`src/rtl/seg7_pkg.sv`:
```
// Shared types and active-low segment patterns (bit6 = a ... bit0 = g).
package seg7_pkg;

    typedef logic [6:0] seg7_t;
    typedef logic [3:0] nibble_t;

    localparam seg7_t SEG_BLANK = 7'b1111111;
    localparam seg7_t SEG_0     = 7'b0000001;
    localparam seg7_t SEG_1     = 7'b1001111;
    localparam seg7_t SEG_2     = 7'b0010010;
    localparam seg7_t SEG_3     = 7'b0000110;
    localparam seg7_t SEG_4     = 7'b1001100;
    localparam seg7_t SEG_5     = 7'b0100100;
    localparam seg7_t SEG_6     = 7'b0100000;
    localparam seg7_t SEG_7     = 7'b0001111;
    localparam seg7_t SEG_8     = 7'b0000000;
    localparam seg7_t SEG_9     = 7'b0000100;
    localparam seg7_t SEG_A     = 7'b0001000;
    localparam seg7_t SEG_B     = 7'b1100000;
    localparam seg7_t SEG_C     = 7'b0110001;
    localparam seg7_t SEG_D     = 7'b1000010;
    localparam seg7_t SEG_E     = 7'b0110000;
    localparam seg7_t SEG_F     = 7'b0111000;

endpackage

```
`src/rtl/seg7_hex_decode.sv`:
```
// Combinational nibble-to-segment decoder. Letters A..F are shown only
// when HEX_EN is set; otherwise those codes fall back to a dark digit.
module seg7_hex_decode
    import seg7_pkg::*;
#(
    parameter bit HEX_EN = 1'b1
) (
    input  nibble_t nib_i,
    input  logic    blank_i,
    output seg7_t   seg_o
);

    // Pattern lookup; a forced blank overrides every code.
    always_comb begin
        seg_o = SEG_BLANK;
        if (!blank_i) begin
            case (nib_i)
                4'h0:    seg_o = SEG_0;
                4'h1:    seg_o = SEG_1;
                4'h2:    seg_o = SEG_2;
                4'h3:    seg_o = SEG_3;
                4'h4:    seg_o = SEG_4;
                4'h5:    seg_o = SEG_5;
                4'h6:    seg_o = SEG_6;
                4'h7:    seg_o = SEG_7;
                4'h8:    seg_o = SEG_8;
                4'h9:    seg_o = SEG_9;
                4'hA:    seg_o = HEX_EN ? SEG_A : SEG_BLANK;
                4'hB:    seg_o = HEX_EN ? SEG_B : SEG_BLANK;
                4'hC:    seg_o = HEX_EN ? SEG_C : SEG_BLANK;
                4'hD:    seg_o = HEX_EN ? SEG_D : SEG_BLANK;
                4'hE:    seg_o = HEX_EN ? SEG_E : SEG_BLANK;
                4'hF:    seg_o = HEX_EN ? SEG_F : SEG_BLANK;
                default: seg_o = SEG_BLANK;
            endcase
        end
    end

endmodule

```
`src/rtl/seven_segment_scan.sv`:
```
// Time-multiplexed common-anode seven-segment driver. Data is captured into
// a pending register on load and promoted to the displayed (active) copy only
// at frame wrap, so a frame never mixes old and new digits. Each digit slot
// starts with a short all-anodes-off interval to suppress ghosting.
// Outputs are registered from next-state values so they move with cnt/idx.
module seven_segment_scan
    import seg7_pkg::*;
#(
    parameter int NUM_DIGITS = 4,
    parameter int CLK_DIV    = 100000,
    parameter int BLANK_CYC  = 16,
    parameter bit HEX_EN     = 1'b1,
    parameter bit LZ_BLANK   = 1'b1
) (
    input  logic                    clk,
    input  logic                    rst,
    input  logic [4*NUM_DIGITS-1:0] digits,
    input  logic [NUM_DIGITS-1:0]   dp,
    input  logic                    load,
    output logic [6:0]              seg,
    output logic                    dp_n,
    output logic [NUM_DIGITS-1:0]   an,
    output logic                    frame_done
);

    localparam int CW = $clog2(CLK_DIV);
    localparam int IW = (NUM_DIGITS > 1) ? $clog2(NUM_DIGITS) : 1;
    localparam logic [CW-1:0] CNT_LAST  = CW'(CLK_DIV - 1);
    localparam logic [IW-1:0] IDX_LAST  = IW'(NUM_DIGITS - 1);
    localparam logic [CW-1:0] BLANK_END = CW'(BLANK_CYC);

    logic [CW-1:0] cnt_q, cnt_d;
    logic [IW-1:0] idx_q, idx_d;

    logic [NUM_DIGITS-1:0][3:0] pend_dig_q, pend_dig_d;
    logic [NUM_DIGITS-1:0]      pend_dp_q,  pend_dp_d;
    logic [NUM_DIGITS-1:0][3:0] act_dig_q,  act_dig_d;
    logic [NUM_DIGITS-1:0]      act_dp_q,   act_dp_d;

    seg7_t                 seg_q, seg_d;
    logic                  dp_n_q, dp_n_d;
    logic [NUM_DIGITS-1:0] an_q, an_d;
    logic                  fd_q, fd_d;

    logic                  slot_wrap, frame_wrap;
    logic [NUM_DIGITS-1:0] lz_mask;
    logic                  zero_above;
    seg7_t                 dec_seg;

    // Slot/digit counters and shadow-register transfer.
    always_comb begin
        slot_wrap  = (cnt_q == CNT_LAST);
        frame_wrap = slot_wrap && (idx_q == IDX_LAST);

        cnt_d = slot_wrap ? '0 : cnt_q + 1'b1;
        idx_d = idx_q;
        if (slot_wrap) idx_d = (idx_q == IDX_LAST) ? '0 : idx_q + 1'b1;

        // Promotion uses the pre-edge pending copy, so a load landing on the
        // wrap edge is shown one frame later.
        act_dig_d = frame_wrap ? pend_dig_q : act_dig_q;
        act_dp_d  = frame_wrap ? pend_dp_q  : act_dp_q;
        pend_dig_d = load ? digits : pend_dig_q;
        pend_dp_d  = load ? dp     : pend_dp_q;

        fd_d = frame_wrap;
    end

    // Leading-zero mask over the next active value, scanning from the top
    // digit down; digit 0 is never masked.
    always_comb begin
        lz_mask    = '0;
        zero_above = 1'b1;
        for (int i = NUM_DIGITS - 1; i > 0; i--) begin
            zero_above = zero_above && (act_dig_d[i] == 4'h0);
            lz_mask[i] = LZ_BLANK && zero_above;
        end
    end

    seg7_hex_decode #(.HEX_EN(HEX_EN)) u_dec (
        .nib_i   (act_dig_d[idx_d]),
        .blank_i (lz_mask[idx_d]),
        .seg_o   (dec_seg)
    );

    // Next output values: dark during the anti-ghost window, else drive idx.
    always_comb begin
        an_d   = '1;
        seg_d  = SEG_BLANK;
        dp_n_d = 1'b1;
        if (cnt_d >= BLANK_END) begin
            an_d   = ~(NUM_DIGITS'(1) << idx_d);
            seg_d  = dec_seg;
            dp_n_d = ~act_dp_d[idx_d];
        end
    end

    // State and output registers with synchronous active-low reset.
    always_ff @(posedge clk) begin
        if (!rst) begin
            cnt_q      <= '0;
            idx_q      <= '0;
            pend_dig_q <= '0;
            pend_dp_q  <= '0;
            act_dig_q  <= '0;
            act_dp_q   <= '0;
            seg_q      <= SEG_BLANK;
            dp_n_q     <= 1'b1;
            an_q       <= '1;
            fd_q       <= 1'b0;
        end else begin
            cnt_q      <= cnt_d;
            idx_q      <= idx_d;
            pend_dig_q <= pend_dig_d;
            pend_dp_q  <= pend_dp_d;
            act_dig_q  <= act_dig_d;
            act_dp_q   <= act_dp_d;
            seg_q      <= seg_d;
            dp_n_q     <= dp_n_d;
            an_q       <= an_d;
            fd_q       <= fd_d;
        end
    end

    assign seg        = seg_q;
    assign dp_n       = dp_n_q;
    assign an         = an_q;
    assign frame_done = fd_q;

endmodule

```
`config.mk`:
```
export PLATFORM = sky130hd
export DESIGN_NAME = seven_segment_scan
export DESIGN_NICKNAME = d
export VERILOG_FILES = /design/src/rtl/seg7_pkg.sv /design/src/rtl/seg7_hex_decode.sv /design/src/rtl/seven_segment_scan.sv
export SDC_FILE = /design/constraint.sdc
export NUM_CORES = 1
export LEC_CHECK = 0
export ABC_CLOCK_PERIOD_IN_PS = 6700
export CAP_MARGIN = 5
export CORE_MARGIN = 5
export CORE_UTILIZATION = 40
export DETAILED_ROUTE_END_ITERATION = 10
export HOLD_SLACK_MARGIN = 0.05
export PLACE_DENSITY = 0.68
export SLEW_MARGIN = 20
export SYNTH_ARGS = -nofsm -noshare
export SYNTH_HDL_FRONTEND = slang
export SYNTH_SLANG_ARGS = --single-unit
```
`constraint.sdc`:
```
create_clock -name clk -period 6.7 [get_ports clk]
set_input_delay 1.005 -clock clk [delete_from_list [all_inputs] [get_ports clk]]
set_output_delay 1.005 -clock clk [all_outputs]
set_load 0.02 [all_outputs]
```
==> results by group <==
Run status
  • Status: completed

Floorplan
  • Chip width: between 100 and 150 um
  • Die height: 109 um
  • Row cnt: 36
  • Starting Density: 0.405
  • Core area: 9640 um2
  • Ports: 36
  • Die ar.: 11800 um2

Logic synthesis
  • Warnings from Yosys: 0
  • Largest family of logic cells by synthesized area: simple AND/OR/NAND/NOR gates
  • Post-Synth XOR/XNOR Area: 0.0449
  • Syn nets: 456
  • Post-Synth Simple-Gate Area: 0.234
  • Distinct cells, synth: between 50 and 60
  • Post-synth EDFFs: 0
  • Asr flop ratio synth: 0
  • Syn_area_per_cell: approximately 9.2 um2
  • Complex-gate fraction of the synthesized area: 0.0933
  • Ys flop type: dfxtp_1
  • Mapped Cells: ~430
  • Yosys reg bits: between 70 and 80
  • Cell Area, Synth: ~3900 um2
  • Multiplexer share of the synthesized area: 0.184
  • Seq/Total Area, Yosys: 0.369
  • Adder-Cell Fraction of Synth Area: 0.0256

STA
  • Slew margin rel.: 0.293
  • Worst slew pin tran: 1.03 ns
  • Clock Skews: between 0.009 and 0.01 ns
  • Fin Hold WS: ~0.46 ns
  • Fin crit period: 3.66 ns
  • Maximum clock frequency: 274 MHz
  • Final Max Slew Viols: 0
  • Total negative setup slack: 0 ns
  • RSZ-0062 raised after global routing: false
  • Period utilisation layout: 0.546
  • Endpoints failing setup: 0
  • Final hold violation count: 0
  • Final setup margin: 3.04 ns

Drt
  • Met2 routed WL: ~3700 um
  • Wirelength, routed: 8150 um
  • DRT iter0 DRCs: 136
  • Routed vias: 3022
  • # DRC: 0
  • Wire length per cell: 14.0 um
  • WL met3: between 200 and 300 um
  • Final ANT Viol Nets: 0
  • Met1 Wirelength: 4080 um
  • DRT Pass-1 Iters: 4
  • Vias per cell: around 5.2
  • Top sig layer: met4

Clocking
  • Clock Tree Root: clkbuf_8
  • Post-CTS sizing: 0
  • TritonCTS Sinks: 72
  • H-tree depth: 3
  • CTS buffer count: 9
  • Clock Latency Late Sink: roughly 0.34 ns
  • Clock Path Buffers: 2
  • CTS tree: built
  • Hold bufs inserted after CTS: 0
  • Clk slew on worst S/H paths: 0.08 ns
  • Post-CTS setup buffer count: 0

Global route
  • Largest net degree at the start of global routing: 48
  • Tot GR Track Use: 0.147
  • First-pass GRT wire length: 14200 um
  • Congestion Overflow GR: 0
  • Vias in the first global route: 3028
  • Initial antenna violation count: 0

Finish
  • Commonest non-fill, non-tap cell in the layout: dfxtp_1
  • Area of the multi-input gates: 2270 um2
  • N_diodes: 0
  • Nets: 475
  • Post-synthesis to final-layout area growth: 14.1%
  • Commonest cells after routing, fill and taps aside: 72 x dfxtp_1, 51 x nand2_1, 45 x mux2i_1
  • Register Area: about 1400 um2
  • Layout cells sized above 1: 0.0913
  • Filler cells: 950

Placed design
  • IO Port Bufs: 35
  • GPL Wtd Cong: 0.938
  • Worst slack at placement: around 3.1 ns
  • Post-detail-place hpwl: 5820 um

Job
  • Max cap viols: 0

Power
  • Power per standard cell area: 177 nW/um2
  • Peak VDD IR: roughly 0.11 mV
  • Leakage Power: 1.64 nW

Setup path
  • Worst Setup End Kind: flop
  • CP Class: reg2reg
  • Crit path launch type: flop
  • Required @ worst endpoint: about 7 ns
  • Crit path DAT: 3.84 ns
  • Largest fanout on the critical path: 20
  • Register-to-Register Setup Slack: 3.04 ns

Min path
  • HP Class: reg2reg
## worst paths after layout
kind,startpoint,endpoint,cells past startpoint
worst max-delay path,idx_q[0],seg[6],7
worst min-delay path,pend_dig_q[6],act_dig_q[6],2
worst max register to register,idx_q[0],seg[6],7
worst min register to register,pend_dig_q[6],act_dig_q[6],2
## flip-flops by register name, summed over array words and instances (netlist names)
| name | flops |
|---|---|
| frame_done | 1 |
| seg | 7 |
| act_dp_q | 4 |
| dp_n | 1 |
| cnt_q | 17 |
| pend_dig_q | 16 |
| idx_q | 2 |
| an | 4 |
| pend_dp_q | 4 |
| act_dig_q | 16 |
## cell type report
| cell class | instances | share of cell area |
|---|---|---|
| flip-flops and latches | 72 | 0.324 |
| well taps | 133 | 0.0374 |
| repair buffers | 38 | 0.0826 |
| multi-input cells | 314 | 0.510 |
| clock inverters | 7 | 0.0107 |
| inverters | 9 | 0.00759 |
| clock buffers | 9 | 0.0278 |
## layer usage
metal  vias up  global-route usage
li1       1528                   -
met1      1411               0.205
met2        72               0.228
met3        11              0.0290
met4         0              0.0514
met5         -                   0
## worst max-delay path, stage by stage, from the launching register on
cell     delay, ns
dfxtp_1       0.94
ha_1          0.39
inv_1         0.20
mux4_2        0.52
mux2i_1       0.77
or3b_1        0.44
nand4_1       0.11
nand4_1       0.11
## cells in the mapped netlist (3+ instances only)
library cell   n  area share
mux2i_1       45        0.12
nand3_1       19       0.024
inv_1          8      0.0077
or3_1          3      0.0048
ha_1           8       0.026
nor3_1         7      0.0090
nand2_1       51       0.049
buf_4          4      0.0077
clkbuf_1      14       0.013
and2_1         3      0.0048
xor2_1         6       0.013
nand4_1        9       0.014
a21boi_1      20       0.038
a21oi_1        6      0.0077
dfxtp_1       72        0.37
and3_1         6      0.0096
nor2b_1       21       0.034
mux2_1         7       0.020
buf_2         10       0.013
nor2_1        23       0.022
a211oi_1       3      0.0058
mux4_2         4       0.023
nor4_1         7       0.011
xnor2_1       14       0.031
o21ai_0        7      0.0090
mux2_2         3      0.0087
## cells by family after synthesis
| kind of cell | Yosys count |
|---|---|
| AO/OA/AOI/OAI | 53 |
| XOR/XNOR | 20 |
| adder cells (fa/ha/maj) | 8 |
| buffers and inverters | 39 |
| flip-flops | 72 |
| multiplexers | 63 |
| AND/OR/NAND/NOR | 170 |
## per-stage QoR
| step | power (mW) | cells | util | area (um2) |
|---|---|---|---|---|
| 2_1_floorplan | 0.476 | 425 | - | 3900 |
| 3_3_place_gp | 0.494 | 566 | 0.445 | 4290 |
| 3_5_place_dp | 0.495 | 566 | 0.445 | 4290 |
| 4_1_cts | 0.798 | 582 | 0.462 | 4460 |
| 5_1_grt | 0.822 | 582 | 0.462 | 4450 |
| 6_report | 0.788 | 582 | 0.462 | 4450 |
## power breakdown
| part | leakage, nW | internal (mW) | total (mW) | switching, mW |
|---|---|---|---|---|
| clock | 0.0854 | 0.134 | 0.304 | 0.170 |
| combinational | 0.972 | 0.0242 | 0.0391 | 0.0149 |
| sequential | 0.585 | 0.436 | 0.445 | 0.00855 |
Note: power is estimated with default switching activity, not from simulation.
